===== src/rtl/blackjack_pkg.sv =====
// Shared types and scoring helpers for the blackjack game engine.
package blackjack_pkg;

    localparam int CARD_W = 4;
    localparam int SUM_W  = 6;

    localparam logic [SUM_W-1:0] BLACKJACK = 6'd21;
    localparam logic [SUM_W-1:0] ACE_BONUS = 6'd10;

    typedef enum logic [2:0] {
        S_IDLE,
        S_DEAL,
        S_PLAYER,
        S_D_WAIT,
        S_D_DRAW,
        S_RESULT
    } state_t;

    function automatic logic [CARD_W-1:0] card_value(
        input logic [CARD_W-1:0] rank
    );
        if (rank > 4'd10)
            return 4'd10;
        return rank;
    endfunction

    // Soft ace counts as 11 only while that keeps the hand at or below 21.
    function automatic logic [SUM_W-1:0] hand_total(
        input logic [SUM_W-1:0] hard,
        input logic             ace
    );
        if (ace && ((hard + ACE_BONUS) <= BLACKJACK))
            return hard + ACE_BONUS;
        return hard;
    endfunction

    function automatic logic [4:0] sat5(
        input logic [SUM_W-1:0] t
    );
        if (t > 6'd31)
            return 5'd31;
        return t[4:0];
    endfunction

endpackage


===== src/rtl/blackjack_card_gen.sv =====
// Free-running 16-bit Fibonacci LFSR card source with rank filtering.
module blackjack_card_gen
    import blackjack_pkg::*;
#(
    parameter logic [15:0] LFSR_SEED = 16'hACE1
) (
    input  logic              iCLK,
    input  logic              iRST,
    output logic              oVALID,
    output logic [CARD_W-1:0] oVALUE,
    output logic              oACE
);

    logic [15:0]       lfsr;
    logic              fb;
    logic [CARD_W-1:0] rank;

    assign fb   = lfsr[15] ^ lfsr[13] ^ lfsr[12] ^ lfsr[10];
    assign rank = lfsr[3:0];

    always_ff @(posedge iCLK) begin
        if (iRST)
            lfsr <= LFSR_SEED;
        else
            lfsr <= {lfsr[14:0], fb};
    end

    assign oVALID = (rank != 4'd0) && (rank <= 4'd13);
    assign oVALUE = card_value(rank);
    assign oACE   = (rank == 4'd1);

endmodule


===== src/rtl/blackjack_game_ctrl.sv =====
// Blackjack round controller: deal, player turn, paced dealer turn, result.
module blackjack_game_ctrl
    import blackjack_pkg::*;
#(
    parameter logic [15:0] LFSR_SEED    = 16'hACE1,
    parameter int          DEALER_STAND = 17,
    parameter int          DEALER_DELAY = 25000000
) (
    input  logic       iCLK,
    input  logic       iRST,
    input  logic       iNEW_GAME,
    input  logic       iHIT,
    input  logic       iSTAND,
    output logic [4:0] oHAND,
    output logic [4:0] oDEALER,
    output logic       oVICTORY,
    output logic       oDEFEAT,
    output logic       oBUSY
);

    localparam int DW =
        (DEALER_DELAY > 0) ? $clog2(DEALER_DELAY + 1) : 1;
    localparam logic [DW-1:0]    DLY_MAX = DW'(DEALER_DELAY);
    localparam logic [SUM_W-1:0] STAND_T = SUM_W'(DEALER_STAND);

    logic              card_valid;
    logic [CARD_W-1:0] card_value;
    logic              card_ace;

    state_t            state, state_n;
    logic [1:0]        deal_cnt, deal_n;
    logic              hit_pend, pend_n;
    logic [DW-1:0]     dly_cnt, dly_n;
    logic              vic_n, def_n;
    logic              clr, p_add, d_add;

    logic [SUM_W-1:0]  p_hard, d_hard;
    logic              p_ace, d_ace;
    logic [SUM_W-1:0]  p_total, d_total;

    blackjack_card_gen #(
        .LFSR_SEED (LFSR_SEED)
    ) u_card (
        .iCLK   (iCLK),
        .iRST   (iRST),
        .oVALID (card_valid),
        .oVALUE (card_value),
        .oACE   (card_ace)
    );

    assign p_total = hand_total(p_hard, p_ace);
    assign d_total = hand_total(d_hard, d_ace);

    always_ff @(posedge iCLK) begin
        if (iRST)
            state <= S_IDLE;
        else
            state <= state_n;
    end

    always_comb begin
        state_n = state;
        deal_n  = deal_cnt;
        pend_n  = hit_pend;
        dly_n   = dly_cnt;
        vic_n   = oVICTORY;
        def_n   = oDEFEAT;
        clr     = 1'b0;
        p_add   = 1'b0;
        d_add   = 1'b0;
        if (iNEW_GAME) begin
            state_n = S_DEAL;
            clr     = 1'b1;
            deal_n  = 2'd0;
            pend_n  = 1'b0;
            dly_n   = '0;
            vic_n   = 1'b0;
            def_n   = 1'b0;
        end else begin
            unique case (state)
                S_IDLE: ;
                S_DEAL: begin
                    if (card_valid) begin
                        // Deal order: player, dealer, player.
                        if (deal_cnt == 2'd1)
                            d_add = 1'b1;
                        else
                            p_add = 1'b1;
                        deal_n = deal_cnt + 2'd1;
                        if (deal_cnt == 2'd2) begin
                            deal_n  = 2'd0;
                            state_n = S_PLAYER;
                        end
                    end
                end
                S_PLAYER: begin
                    if (p_total > BLACKJACK) begin
                        def_n   = 1'b1;
                        pend_n  = 1'b0;
                        state_n = S_RESULT;
                    end else if (p_total == BLACKJACK || iSTAND) begin
                        pend_n  = 1'b0;
                        state_n = S_D_WAIT;
                    end else if ((hit_pend || iHIT) && card_valid) begin
                        p_add  = 1'b1;
                        pend_n = 1'b0;
                    end else if (iHIT) begin
                        pend_n = 1'b1;
                    end
                end
                S_D_WAIT: begin
                    if (d_total >= STAND_T) begin
                        dly_n   = '0;
                        state_n = S_RESULT;
                        if (d_total > BLACKJACK || p_total > d_total)
                            vic_n = 1'b1;
                        else if (p_total < d_total)
                            def_n = 1'b1;
                    end else if (dly_cnt == DLY_MAX) begin
                        dly_n   = '0;
                        state_n = S_D_DRAW;
                    end else begin
                        dly_n = dly_cnt + 1'b1;
                    end
                end
                S_D_DRAW: begin
                    if (card_valid) begin
                        d_add   = 1'b1;
                        state_n = S_D_WAIT;
                    end
                end
                S_RESULT: ;
                default: state_n = S_IDLE;
            endcase
        end
    end

    always_ff @(posedge iCLK) begin
        if (iRST) begin
            deal_cnt <= 2'd0;
            hit_pend <= 1'b0;
            dly_cnt  <= '0;
            oVICTORY <= 1'b0;
            oDEFEAT  <= 1'b0;
            p_hard   <= '0;
            p_ace    <= 1'b0;
            d_hard   <= '0;
            d_ace    <= 1'b0;
        end else begin
            deal_cnt <= deal_n;
            hit_pend <= pend_n;
            dly_cnt  <= dly_n;
            oVICTORY <= vic_n;
            oDEFEAT  <= def_n;
            if (clr) begin
                p_hard <= '0;
                p_ace  <= 1'b0;
                d_hard <= '0;
                d_ace  <= 1'b0;
            end else begin
                if (p_add) begin
                    p_hard <= p_hard + {2'b00, card_value};
                    p_ace  <= p_ace | card_ace;
                end
                if (d_add) begin
                    d_hard <= d_hard + {2'b00, card_value};
                    d_ace  <= d_ace | card_ace;
                end
            end
        end
    end

    assign oHAND   = sat5(p_total);
    assign oDEALER = sat5(d_total);
    assign oBUSY   = (state == S_DEAL) ||
                     (state == S_D_WAIT) ||
                     (state == S_D_DRAW);

endmodule


===== config.mk =====
export PLATFORM = sky130hd
export DESIGN_NAME = blackjack_game_ctrl
export DESIGN_NICKNAME = d
export VERILOG_FILES = /design/src/rtl/blackjack_pkg.sv /design/src/rtl/blackjack_card_gen.sv /design/src/rtl/blackjack_game_ctrl.sv
export SDC_FILE = /design/constraint.sdc
export NUM_CORES = 1
export LEC_CHECK = 0
export CORE_ASPECT_RATIO = 0.5
export CORE_MARGIN = 1
export CORE_UTILIZATION = 25
export DETAILED_ROUTE_END_ITERATION = 10
export PLACE_DENSITY = 0.36
export SYNTH_ARGS = -nofsm -noshare
export SYNTH_HDL_FRONTEND = slang
export SYNTH_SLANG_ARGS = --single-unit

===== constraint.sdc =====
create_clock -name iCLK -period 4.37 [get_ports iCLK]
set_input_delay 0.874 -clock iCLK [delete_from_list [all_inputs] [get_ports iCLK]]
set_output_delay 0.874 -clock iCLK [all_outputs]
set_load 0.05 [all_outputs]

==> summary.md <==
| Metric | Value |
|---|---|
| GR Util met1 | `19.25%` |
| Global routing's busiest layer | `met2` |
| Synth top cells by count | `dfxtp_1 (63), nand2_1 (44), nor2_1 (42)` |
| Most frequent cell after synthesis | `dfxtp_1` |
| #FFs+latches synth | `63` |
| Prevailing post-synth register cell | `dfxtp_1` |
| Yosys warnings | `0` |
| Mapped cell area | `0.003964 sq mm` |
| Post-DP HPWL | `7.782 mm` |
| Area grow syn2layout | `16.98%` |
| FP Rows | `32` |
| Die area | `0.01639 sq mm` |
| Via Count | `3482` |
| P_leak | `0.001724 uW` |
| Die Wd | `180.1 microns` |
| Cells after Synth | `496` |
| Critical Path AT | `3.28 ns` |
| Clock sinks | `63` |
| Worst Hold Class | `reg -> reg` |
| Routed vias/inst | `4.843` |
| Mapped Nets | `520` |
| TritonCTS Buffers | `9` |
| Final Worst Setup Slack | `0.2205 ns` |
| Slew HR | `51.18%` |
| Core ar. | `0.01545 sq mm` |
| Sequential fraction of the synthesis area | `31.82%` |
| Pin count of the biggest net entering global routing | `37` |
| Sequential cell area | `0.001261 sq mm` |
| Critical path class | `reg -> out` |
| Area contributors post-synth | `dfxtp_1 (32%), ha_1 (5.4%), a21oi_1 (5.2%)` |
| Tot GR Track Use | `13.88%` |
| Worst-path clk slew | `0.06 ns` |
| Crit path time final | `4.150 ns` |
| Resize count post-CTS | `0` |
| Final setup TNS | `0 ns` |
| GRT met3 Usage | `3.650%` |
| Fillers | `1645` |
| Max Cap Viol | `0` |
| CTS tree | `done` |
| Maximum fanout along the worst path | `9` |
| Worst-Skew Late Latency | `0.34 ns` |
| R2R cell count | `10` |
| Power Density | `311.0 mW/mm^2` |
| Final #Nets | `534` |
| # port buffers | `17` |
| First-pass GRT wire length | `17.89 mm` |
| Hold WS | `0.4059 ns` |
| Starting Density | `25.65%` |
| Hold_buf cts | `0` |
| Post-CTS Setup Inserts | `0` |
| H-tree levels | `3` |
| Top cell type by total area after synthesis | `dfxtp_1` |
| WL/cell | `14.83 microns` |
| Period utilization | `94.95%` |
| Share of layout cells above drive strength 1 | `9.515%` |
| Vias in the first global route | `3332` |
| Gpl congestion | `0.7402` |
| Fin. Hold Viols | `0` |
| Least-Margin Pin Slew | `0.7267 ns` |
| Starting DRT DRC Count | `190` |
| Drt drc | `0` |
| CTS Buffer Depth | `2` |
| Syn Area/Cell | `7.992 sq um` |
| Io pins | `18` |
| Crit end category | `primary output` |
| FFs w/ async S/R, synth | `0%` |
| Met2 global-route usage | `21.14%` |
| Top-area cell type share of the netlist area | `31.82%` |
| Initial antenna violation count | `0` |
| VDD IR-drop max | `0.1419 mV` |
| Number of synthesized flops with an enable pin | `0` |
| Drt pass-1 iters | `4` |
| Final Max Slew Viols | `0` |
| Fmax | `0.2410 GHz` |
| R2R Path Start | `d_hard[2]$_SDFFE_PP0P_` |
| Yosys cell types | `69` |
| N_diodes | `0` |
| Worst setup path end | `oHAND[3]` |
| Worst Setup SP | `p_hard[2]$_SDFFE_PP0P_` |
| Slack of the worst reg-to-reg path | `0.99 ns` |
| CP startpoint kind | `flop` |
| RSZ-0062 raised after global routing | `false` |
| Die H | `91.04 microns` |
| Root Driver | `clkbuf_16` |
| GRT overflow | `0` |
| Final ANT Viol Nets | `0` |
| Status | `finished clean` |
| Area of the multi-input gates | `0.002530 sq mm` |
| Final Setup Violations | `0` |
| Final Skew | `0.01296 ns` |
| RR Endpoint | `dly_cnt[15]$_SDFFE_PP0P_` |
| Final wirelength | `10.66 mm` |
| Critical Path RT | `3.50 ns` |
| Worst slack, placed | `0.4681 ns` |
==> power by group <==
| part | switching (uW) | leakage [uW] | internal, uW |
|---|---|---|---|
| Clock | 282 | 0.000145 | 460 |
| Sequential | 11.9 | 0.000512 | 587 |
| Combinational | 59.5 | 0.00107 | 41.1 |
| Total | 354 | 0.00172 | 1090 |
==> critical path: stages, from the launching register on <==
cell             delay (ns)
dfxtp_1                0.41
ha_1                   0.35
nor2b_1                0.19
o22a_2                 0.20
o311a_2                0.39
nand2_1                0.15
nand2_1                0.13
inv_1                  0.11
a21oi_1                0.05
o21ai_0                0.14
clkdlybuf4s50_1        0.82
==> worst min-delay path by stage <==
stage                               startpoint                    endpoint  slack, ns  cells after the start
floorplan            u_card.lfsr[9]$_SDFF_PP0_  u_card.lfsr[10]$_SDFF_PP1_       0.39                      1
global placement    u_card.lfsr[14]$_SDFF_PP0_  u_card.lfsr[15]$_SDFF_PP1_       0.39                      1
detailed placement  u_card.lfsr[14]$_SDFF_PP0_  u_card.lfsr[15]$_SDFF_PP1_       0.40                      1
CTS                  u_card.lfsr[9]$_SDFF_PP0_  u_card.lfsr[10]$_SDFF_PP1_       0.41                      1
global route         u_card.lfsr[6]$_SDFF_PP1_   u_card.lfsr[7]$_SDFF_PP1_       0.43                      1
finish               u_card.lfsr[9]$_SDFF_PP0_  u_card.lfsr[10]$_SDFF_PP1_       0.41                      1
==> cell type report <==
class / count / share of cell area [%]
Sequential cell: 63 / 27.20
Inverter: 13 / 1.052
Clock inverter: 6 / 1.457
Multi-Input combinational cell: 398 / 54.56
Timing Repair Buffer: 25 / 5.073
Tap cell: 204 / 5.505
Clock buffer: 10 / 5.154
==> cell families after synthesis <==
family          after synthesis  synth area share [%]
fa+ha+maj                    19                 6.376
simple gates                218                 28.66
flops                        63                 31.82
xor+xnor                     15                 3.314
compound gates              136                 22.79
buf+inv                      35                 4.356
mux                          10                 2.683
==> through the flow <==
| step | power, uW | cells | instance area [sq um] | utilization, % |
|---|---|---|---|---|
| floorplan | 683.3 | 496 | 3964 | - |
| CTS | 1472 | 719 | 4632 | 29.97 |
| detailed placement | 714.6 | 703 | 4325 | 27.99 |
| global placement | 715.3 | 703 | 4325 | 27.99 |
| finish | 1442 | 719 | 4637 | 30.00 |
| global route | 1509 | 719 | 4637 | 30.00 |
==> flip-flops by register name, indices dropped and copies added (netlist names) <==
register and cells:
oVICTORY 1, d_ace 1, hit_pend 1, p_hard 6
u_card.lfsr 16, deal_cnt 2, d_hard 6, oDEFEAT 1
state 3, dly_cnt 25, p_ace 1
==> per-layer routing <==
layer	vias up	wire length (microns)
met3	8	292
met4	0	94
met2	39	4490
met5	-	0
li1	1839	-
met1	1596	5787
==> cells in the final DEF (no fill, tap or decap), types with 3 or more instances in the layout <==
cell             Yosys  routed
dfxtp_1             63      63
nand2_1             44      44
nor2_1              42      42
a21oi_1             41      41
nand3_1             25      25
o21ai_0             23      23
nor2b_1             21      21
a31oi_1             19      19
ha_1                17      17
clkdlybuf4s50_1      0      15
nand2b_1            14      14
inv_1               13      13
nor3_1              11      11
or2_2               10      10
xnor2_1              9       9
clkbuf_16            0       9
mux2i_1              8       8
or3_1                8       8
nand4_1              8       8
buf_4                2       8
and3_1               7       7
xor2_1               6       6
and2_1               6       6
nor4_1               6       6
a21o_1               5       5
o22ai_1              4       4
o21a_1               4       4
a221o_1              3       3
a211oi_1             3       3
a311oi_1             3       3
or4_1                3       3
Note: power is estimated with default switching activity, not from simulation.
